File: config.mk
export PLATFORM = sky130hd
export DESIGN_NAME = fetch_queue_flat
export DESIGN_NICKNAME = d
export VERILOG_FILES = /design/src/rtl/fetch_queue_if.sv /design/src/rtl/fetch_queue.sv /design/src/flat_wrapper.sv
export SDC_FILE = /design/constraint.sdc
export NUM_CORES = 1
export LEC_CHECK = 0
export BUFFER_PORTS_ARGS = -buffer_cell sky130_fd_sc_hd__buf_2
export CAP_MARGIN = 40
export CORE_UTILIZATION = 50
export CTS_CLUSTER_DIAMETER = 50
export CTS_CLUSTER_SIZE = 14
export DETAILED_ROUTE_END_ITERATION = 8
export GPL_TIMING_DRIVEN = 0
export HOLD_SLACK_MARGIN = 0.03
export PLACE_DENSITY = 0.76
export SLEW_MARGIN = 20
export SYNTH_ARGS = -nofsm -noshare
export SYNTH_HDL_FRONTEND = slang
export SYNTH_SLANG_ARGS = --single-unit
File: constraint.sdc
create_clock -name clk -period 5.2 [get_ports clk]
set_input_delay 0 -clock clk [delete_from_list [all_inputs] [get_ports clk]]
set_output_delay 0 -clock clk [all_outputs]
set_load 0.02 [all_outputs]
File: src/rtl/fetch_queue_if.sv
// Bundle of the fetch-queue handshakes: PC counter control, instruction memory
// read port and the decode-side head-of-queue port.
interface fetch_queue_if #(
  parameter int N     = 8,
  parameter int W     = 16,
  parameter int DEPTH = 4
);
  localparam int CW = $clog2(DEPTH) + 1;

  logic [N-1:0]  pc_in;
  logic          pc_ce;
  logic          pc_load;
  logic [N-1:0]  pc_d;
  logic [N-1:0]  imem_addr;
  logic [W-1:0]  imem_data;
  logic          branch_req;
  logic [N-1:0]  branch_target;
  logic          dec_ready;
  logic          dec_valid;
  logic [W-1:0]  dec_instr;
  logic [N-1:0]  dec_pc;
  logic [CW-1:0] fifo_count;

  // master is the fetch queue itself; slave is the surrounding core.
  modport master (
    input  pc_in, imem_data, branch_req, branch_target, dec_ready,
    output pc_ce, pc_load, pc_d, imem_addr, dec_valid, dec_instr, dec_pc,
           fifo_count
  );

  modport slave (
    output pc_in, imem_data, branch_req, branch_target, dec_ready,
    input  pc_ce, pc_load, pc_d, imem_addr, dec_valid, dec_instr, dec_pc,
           fifo_count
  );
endinterface

File: src/rtl/fetch_queue.sv
// Instruction prefetch queue: issues PC reads to a 1-cycle memory, buffers
// {pc, instr} pairs for decode, and flushes everything on a branch redirect.
module fetch_queue #(
  parameter int N     = 8,
  parameter int W     = 16,
  parameter int DEPTH = 4
) (
  input  logic          clk,
  input  logic          reset,
  fetch_queue_if.master fq
);
  localparam int AW = $clog2(DEPTH);
  localparam int CW = AW + 1;
  localparam logic [CW:0] DEPTH_C = (CW + 1)'(DEPTH);

  logic [N-1:0]  r_mem_pc    [DEPTH];
  logic [W-1:0]  r_mem_instr [DEPTH];
  logic [AW-1:0] r_rd_ptr;
  logic [AW-1:0] r_wr_ptr;
  logic [CW-1:0] r_count;
  logic          r_infl_v;
  logic [N-1:0]  r_infl_pc;

  logic [CW:0]   w_occupancy;
  logic          w_issue;
  logic          w_push;
  logic          w_pop;
  logic          w_dec_valid;
  logic          w_redirect;

  // NOTE: combinational logic uses blocking '=' with every signal assigned on
  // every path, so no latch can be inferred; clocked state uses '<=' only.
  always_comb begin
    w_occupancy = {1'b0, r_count} + {{CW{1'b0}}, r_infl_v};
    w_redirect  = !reset && fq.branch_req;
    w_issue     = !reset && !fq.branch_req && (w_occupancy < DEPTH_C);
    w_dec_valid = !reset && !fq.branch_req && (r_count != '0);
    // A branch kills the returning in-flight read, so it is never pushed.
    w_push      = !reset && !fq.branch_req && r_infl_v;
    w_pop       = w_dec_valid && fq.dec_ready;
  end

  assign fq.pc_ce      = w_issue;
  assign fq.pc_load    = w_redirect;
  assign fq.pc_d       = w_redirect ? fq.branch_target : '0;
  assign fq.imem_addr  = fq.pc_in;
  assign fq.dec_valid  = w_dec_valid;
  assign fq.dec_instr  = r_mem_instr[r_rd_ptr];
  assign fq.dec_pc     = r_mem_pc[r_rd_ptr];
  assign fq.fifo_count = r_count;

  always_ff @(posedge clk) begin
    if (reset) begin
      r_rd_ptr  <= '0;
      r_wr_ptr  <= '0;
      r_count   <= '0;
      r_infl_v  <= 1'b0;
      r_infl_pc <= '0;
    end else begin
      r_infl_v <= w_issue;
      if (w_issue) r_infl_pc <= fq.pc_in;

      if (fq.branch_req) begin
        r_count  <= '0;
        r_rd_ptr <= r_wr_ptr;
      end else begin
        if (w_push) r_wr_ptr <= r_wr_ptr + AW'(1);
        if (w_pop)  r_rd_ptr <= r_rd_ptr + AW'(1);
        unique case ({w_push, w_pop})
          2'b10:   r_count <= r_count + CW'(1);
          2'b01:   r_count <= r_count - CW'(1);
          default: r_count <= r_count;
        endcase
      end
    end
  end

  // NOTE: storage has no reset; an entry is only read after it was written,
  // because dec_valid depends on the reset-cleared count.
  always_ff @(posedge clk) begin
    if (w_push) begin
      r_mem_pc[r_wr_ptr]    <= r_infl_pc;
      r_mem_instr[r_wr_ptr] <= fq.imem_data;
    end
  end
endmodule

File: src/flat_wrapper.sv
// flat-port wrapper written by rule: the top's interface ports become plain ports
module fetch_queue_flat 
#(
  parameter int N     = 8,
  parameter int W     = 16,
  parameter int DEPTH = 4
)
  (clk, reset, fq_pc_in, fq_imem_data, fq_branch_req, fq_branch_target, fq_dec_ready, fq_pc_ce, fq_pc_load, fq_pc_d, fq_imem_addr, fq_dec_valid, fq_dec_instr, fq_dec_pc, fq_fifo_count);
  fetch_queue_if #(.N(N), .W(W), .DEPTH(DEPTH)) fq_i ();
  input  logic clk;
  input  logic reset;
  input wire logic [$bits(fq_i.pc_in)-1:0] fq_pc_in;
  input wire logic [$bits(fq_i.imem_data)-1:0] fq_imem_data;
  input wire logic [$bits(fq_i.branch_req)-1:0] fq_branch_req;
  input wire logic [$bits(fq_i.branch_target)-1:0] fq_branch_target;
  input wire logic [$bits(fq_i.dec_ready)-1:0] fq_dec_ready;
  output wire logic [$bits(fq_i.pc_ce)-1:0] fq_pc_ce;
  output wire logic [$bits(fq_i.pc_load)-1:0] fq_pc_load;
  output wire logic [$bits(fq_i.pc_d)-1:0] fq_pc_d;
  output wire logic [$bits(fq_i.imem_addr)-1:0] fq_imem_addr;
  output wire logic [$bits(fq_i.dec_valid)-1:0] fq_dec_valid;
  output wire logic [$bits(fq_i.dec_instr)-1:0] fq_dec_instr;
  output wire logic [$bits(fq_i.dec_pc)-1:0] fq_dec_pc;
  output wire logic [$bits(fq_i.fifo_count)-1:0] fq_fifo_count;
  assign fq_i.pc_in = fq_pc_in;
  assign fq_i.imem_data = fq_imem_data;
  assign fq_i.branch_req = fq_branch_req;
  assign fq_i.branch_target = fq_branch_target;
  assign fq_i.dec_ready = fq_dec_ready;
  assign fq_pc_ce = fq_i.pc_ce;
  assign fq_pc_load = fq_i.pc_load;
  assign fq_pc_d = fq_i.pc_d;
  assign fq_imem_addr = fq_i.imem_addr;
  assign fq_dec_valid = fq_i.dec_valid;
  assign fq_dec_instr = fq_i.dec_instr;
  assign fq_dec_pc = fq_i.dec_pc;
  assign fq_fifo_count = fq_i.fifo_count;
  fetch_queue #(.N(N), .W(W), .DEPTH(DEPTH)) u_core (.clk(clk), .reset(reset), .fq(fq_i));
endmodule
# After elaboration in Yosys (flattened, before gate mapping)
# Memory sizes are Yosys's and may differ from the RTL's. A register that Yosys moved wholly into a read port is not among the register bits.
# Cells that the tools add are included.
[totals]
output_inout_bits = 46
n_memories = 2
word_cells = 39
reg_bits = 16
ram_bits = 96
inputBits = 36
[classes]
n_lt_le_gt_ge = 1
addsub = 5
bitwise_logic = 1
n_mux = 10
reduce_logical = 13
eq_ne = 2
[mem_list]
columns = ["name", "words", "width", "rd", "rd_ports_with_merged_regs", "wr", "line", "text"]
rows = [
  ["u_core.r_mem_instr", 4, 16, 1, 1, 1, "fetch_queue.sv:17", "logic [W-1:0] r_mem_instr [DEPTH];"],
  ["u_core.r_mem_pc", 4, 8, 1, 1, 1, "fetch_queue.sv:16", "logic [N-1:0] r_mem_pc [DEPTH];"],
]
[op_table]
columns = ["cell", "n"]
rows = [
  ["2-to-1 mux 2 bit", 6],
  ["2-to-1 mux 8 bit", 1],
  ["logical AND 1 bit", 6],
  ["one-hot mux 3 bit (2 select lines)", 1],
  ["adder 2 x 1 -> 2 bit, second input constant", 2],
  ["adder 3 x 1 -> 4 bit", 1],
  ["less-than comparator 4 x 3 -> 1 bit, second input constant", 1],
  ["nonzero test 2 bit", 2],
  ["adder 3 x 1 -> 3 bit, second input constant", 1],
  ["nonzero test 3 bit", 1],
  ["subtractor 3 x 1 -> 3 bit, second input constant", 1],
  ["equality test 2 x 1 -> 1 bit, second input constant", 1],
  ["equality test 2 bit, second input constant", 1],
  ["zero test 1 bit", 2],
  ["2-to-1 mux 1 bit", 2],
  ["AND reduction 2 bit", 1],
  ["OR reduction 2 bit", 1],
  ["NOT 1 bit", 1],
]

# Logic depth before layout (Yosys ltp)
[logic_depth]
word_depth = 8
ltp_mapped = 9
depth_no_buf = 8

# Worst setup path after synthesis
# Ideal clock, no wire load.
[synth_timing]
kind = "register to register"
from = "register u_core.r_count[2], in the netlist u_core.fq.fifo_count[2]"
to = "register u_core.r_count[2], in the netlist u_core.fq.fifo_count[2]"
path_slack_ns = 3.196
synth_period_minus_slack_ns = 2.004
n_path_buf = 0
required_time_ns = 5.130
path_stages_with_launch = 9
t_arrival_ns = 1.934
setup_time_ns = 0.070
cell_sequence = "dfxtp_1 > o31ai_2 > nor2_1 > ha_1 > inv_1 > fa_1 > xor2_1 > or3_1 > a21oi_1"
[synth_via]
elab_chain_cells = 5
word_cells_on_any_way = 9
classes_between = "add/sub (2); eq/ne (2); mux (1); reduce/logical (4)"
[synth_rtl]
columns = ["element", "line", "text"]
rows = [
  ["start: declaration", "fetch_queue.sv:20", "logic [CW-1:0] r_count;"],
  ["start signal: assignment", "fetch_queue.sv:70", "2'b10: r_count <= r_count + CW'(1);"],
  ["start signal: assignment", "fetch_queue.sv:71", "2'b01: r_count <= r_count - CW'(1);"],
  ["start signal: assignment", "fetch_queue.sv:72", "default: r_count <= r_count;"],
  ["nonzero test 3 bit", "fetch_queue.sv:37", "w_dec_valid = !reset && !fq.branch_req && (r_count != '0);"],
  ["logical AND 1 bit", "fetch_queue.sv:37", ""],
  ["logical AND 1 bit", "fetch_queue.sv:40", "w_pop = w_dec_valid && fq.dec_ready;"],
  ["equality test 2 x 1 -> 1 bit or equality test 2 bit (tied branches)", "fetch_queue.sv:69", "unique case ({w_push, w_pop})"],
  ["one-hot mux 3 bit (2 select lines) or nonzero test 2 bit (tied branches)", "--", ""],
]
# Several ways; a longest one is shown, not always the timed one.
# A chain may end at the register's enable or synchronous reset.

# Final worst setup path
[layout_timing]
from = "register u_core.r_count[0], in the netlist u_core.fq.fifo_count[0]"
to = "register u_core.r_count[2], in the netlist u_core.fq.fifo_count[2]"
# The elaborated chain is that of the path after synthesis.

==> reports/results.md <==
| Item | This run | Unit |
|---|---|---|
| Switching fraction of total power | 20.39 | % |
| Routed WL per cell | 16.16 | um |
| Critical-path cell with the highest stage delay | dfxtp_1 | - |
| Clock share of power | 47.9 | % |
| Crit path cell chain | o31ai_2 > nor2_1 > ha_1 > inv_1 > fa_1 > xor2_1 > or3_1 > a21oi_1 | - |
| Die span in y | 96.72 | um |
| Logic pwr share | 6.6 | % |
| Slowest Stage Delay on Critical Path | 0.50 | ns |
| Post-Layout Cell Count | 493 | - |
| Register bit count reported by yosys | 114 | - |
| Crit path max-delay family | adder cells | - |
| Number of buffers added by the clock tree synthesis step | 17 | - |
| Dpl hpwl | 4757 | um |
| Area growth from synthesis to layout | 32.47 | % |
| Synth warnings | 0 | - |
| Count of endpoints failing hold in the final timing report | 0 | - |
| Post-synth top flop | edfxtp_1 | - |
| Count of placed standard cells including taps | 426 | - |
| First-pass GRT wire length | 12770 | um |
| CTS H-Tree Depth | 4 | - |
| Net total in the final layout | 414 | - |
| Clock sink count | 114 | - |
| Effective utilization at floorplan | 51.43 | % |
| Fraction of layout cells with a size suffix above 1 | 43.38 | % |
| Die Outline Area | 0.009354 | mm2 |
| Switching pwr | 0.4520 | mW |
| Post-route antenna net violation count | 0 | - |
| Netlist area before placement | 0.004486 | mm2 |
| Vias per std cell | 5.108 | - |
| Final wirelength | 7967 | um |
| Row Count | 34 | - |
| DRC Markers | 0 | - |
| Clock-pin slew on the worst setup and hold paths | 0.06 | ns |
| CORE AREA | 0.008721 | mm2 |
| Distinct cell type count after synthesis | 31 | - |
| Critical path endpoint category | register | - |
| Via count of the first global-routing pass | 2579 | - |
| Final critical path time including I/O delays and setup | 2.041 | ns |
| Worst endpoint required time | 5.64 | ns |
| TNS Setup | 0 | ns |
| Sequential element share of the synthesized area | 72.30 | % |
| Reg power frac | 45.5 | % |
| Final setup violating endpoints | 0 | - |
| Post-synth EDFFs | 96 | - |
| Synthesized instance count | 239 | - |
| Worst slew margin | 56.85 | % |
| Met1 Routed Length | 3276 | um |
| Unrepaired setup endpoints after global routing | false | - |
| Result of the run | finished clean | - |
| Synth Net Count | 281 | - |
| Max Fanout on Critical Path | 8 | - |
| Syn avg cell area | 18.77 | um2 |
| Element type at the critical path start | register | - |
| Total routing resource utilization after global routing | 18.53 | % |
| Final weighted congestion in routability-driven placement | 0.7795 | - |
| Remaining global-route overflow | 0 | - |
| Proportion of synthesized flip-flops having asynchronous set or reset | 0 | % |
| Buffers inserted by post-CTS timing repair | 0 | - |
| Met3 routed wirelength | 429 | um |
| Pin count of the biggest net entering global routing | 25 | - |
| Max clock buf depth | 2 | - |
| Drt first-iter violations | 86 | - |
| Diode count | 0 | - |
| Clock tree from TritonCTS | done | - |
| Maximum clock frequency | 490.0 | MHz |
| Buffers and inverters on the worst path | 1 | - |
| Critical path start-end classification | reg2reg | - |
| Topmost layer with routed signal wires | met4 | - |
| Wire length on met2 | 4125 | um |
| Share of the clock period used by the worst path after layout | 39.25 | % |
| Via count | 2518 | - |
| Number of maximum-capacitance violations | 0 | - |
| Later-pin clock latency in the skew report | 0.51 | ns |
| Die Span X | 96.72 | um |
| CTS Root Cell | clkbuf_8 | - |
| Final worst clock skew | 0.01015 | ns |
| Leakage | 2.144 | nW |
| I/O pin cnt | 82 | - |
| First-pass iteration count of the detailed router | 4 | - |
| Slew Viols, Final | 0 | - |
| Signal arrival time at the worst endpoint | 2.48 | ns |
| Quantity of I/O buffers inserted on ports | 79 | - |
| Path type of the worst min-delay path | in2reg | - |
| Worst vdd ir | 0.0002563 | V |
| Tightest Pin Transition | 0.6473 | ns |
| Number of antenna violations at the first check in global routing | 0 | - |
| Internal | 1.764 | mW |
| Power Density | 372.9 | mW/mm2 |
[power groups by stage]
| stage | clock, mW | combinational (mW) | sequential, mW |
|---|---|---|---|
| finish | 1.06 | 0.146 | 1.01 |
| global placement | 0 | 0.125 | 1.02 |
| detailed placement | 0 | 0.128 | 1.03 |
| floorplan | 0 | 0.0831 | 1.02 |
| global route | 1.12 | 0.157 | 1.01 |
| CTS | 1.08 | 0.148 | 1.01 |
[final cells by class]
| cell class | instances | area (um2) |
|---|---|---|
| buffer | 20 | 150.1 |
| clock buffer | 24 | 524.3 |
| clock inverter | 8 | 46.29 |
| fill | 559 | 2779 |
| inverter | 6 | 22.52 |
| multi-input combinational | 99 | 1075 |
| sequential | 114 | 3243 |
| tap | 108 | 135.1 |
| timing repair buffer | 114 | 745.7 |
[sequential cells by signal (all words and copies together) (netlist names), named ones only]
name,cells
u_core.r_mem_instr,64
u_core.r_infl_v,1
u_core.r_rd_ptr,2
u_core.r_mem_pc,32
u_core.fq.fifo_count,3
u_core.r_infl_pc,8
u_core.r_wr_ptr,2
[logic make-up (layout without fill, tap and decap cells)]
group	after synthesis	in the layout	share of synthesized area [%]
buffers and inverters	26	172	3.849
xor gates and xnor gates	5	5	0.9765
and+or+nand+nor	38	38	4.993
adders and majority gates	6	6	1.841
DFF	114	114	72.30
AOI/OAI and AO/OA	26	26	3.989
muxes	24	24	12.05
[repair_timing]
action,CTS,global route
hold endpoints to repair,82,0
gates resized for setup,0,0
hold buffers,35,0
[routing by layer]
| layer | vias up | global-route usage (%) |
|---|---|---|
| li1 | 1196 | - |
| met1 | 1232 | 22.86 |
| met2 | 79 | 30.12 |
| met3 | 11 | 5.853 |
| met4 | 0 | 8.266 |
| met5 | - | 0 |
[cells in the mapped netlist, types with 2 or more instances]
master	instances	area, um2
edfxtp_1	96	2883
mux4_2	24	540.5
dfxtp_1	18	360.4
a21oi_1	12	60.06
and2_1	12	75.07
buf_4	9	67.56
nand3_1	9	45.04
nor2_1	8	30.03
o21ai_2	8	70.07
inv_1	6	22.52
buf_6	5	56.30
ha_1	5	62.56
buf_2	3	15.01
clkbuf_1	3	11.26
xnor2_1	3	26.28
o21a_1	2	15.01
xor2_1	2	17.52
[layout by cell type (no fill, tap or decap)]
master,instances
inv_1,6
clkbuf_8,3
o311ai_1,1
clkbuf_16,19
ha_1,5
dlygate4sd3_1,35
and2_2,4
buf_6,5
clkinv_4,1
mux4_2,24
clkinv_2,6
nand2_1,1
clkinvlp_4,1
o31ai_2,1
nor2_1,8
o21a_1,2
o21ai_0,1
buf_2,82
nor3b_4,1
or2_2,1
and2_1,8
nor3_1,1
o21ai_2,8
a21oi_1,12
or3_1,1
buf_4,9
and3_1,1
xnor2_1,3
nor2b_1,1
edfxtp_1,96
nand3_1,9
clkbuf_1,5
nor3_2,1
xor2_1,2
dfxtp_1,18
or3_4,1
fa_1,1
o31ai_1,1
[final timing paths]
kind	startpoint	end	slack (ns)	cells after the start
worst max-delay path	u_core.fq.fifo_count[0]$_SDFFE_PP0P_	u_core.fq.fifo_count[2]$_SDFFE_PP0P_	3.16	8
worst min-delay path	fq_imem_data[11]	u_core.r_mem_instr[1][11]$_DFFE_PP_	0.24	2
worst max register to register	u_core.fq.fifo_count[0]$_SDFFE_PP0P_	u_core.fq.fifo_count[2]$_SDFFE_PP0P_	3.16	8
worst min register to register	u_core.r_infl_pc[2]$_SDFFE_PP0P_	u_core.r_infl_pc[2]$_SDFFE_PP0P_	0.52	2
[metrics by stage]
step	utilization, %	area [um2]	hold slack, ns	power [mW]	worst slack, ns
detailed placement	57.58	5021	0.2159	1.153	3.152
floorplan	-	4486	0.09887	1.107	3.196
global route	68.13	5942	0.2391	2.285	3.033
finish	68.13	5942	0.2410	2.216	3.159
global placement	57.52	5016	0.2124	1.150	3.044
CTS	68.13	5942	0.2238	2.235	3.135
Power figures use the tool's default switching activity.
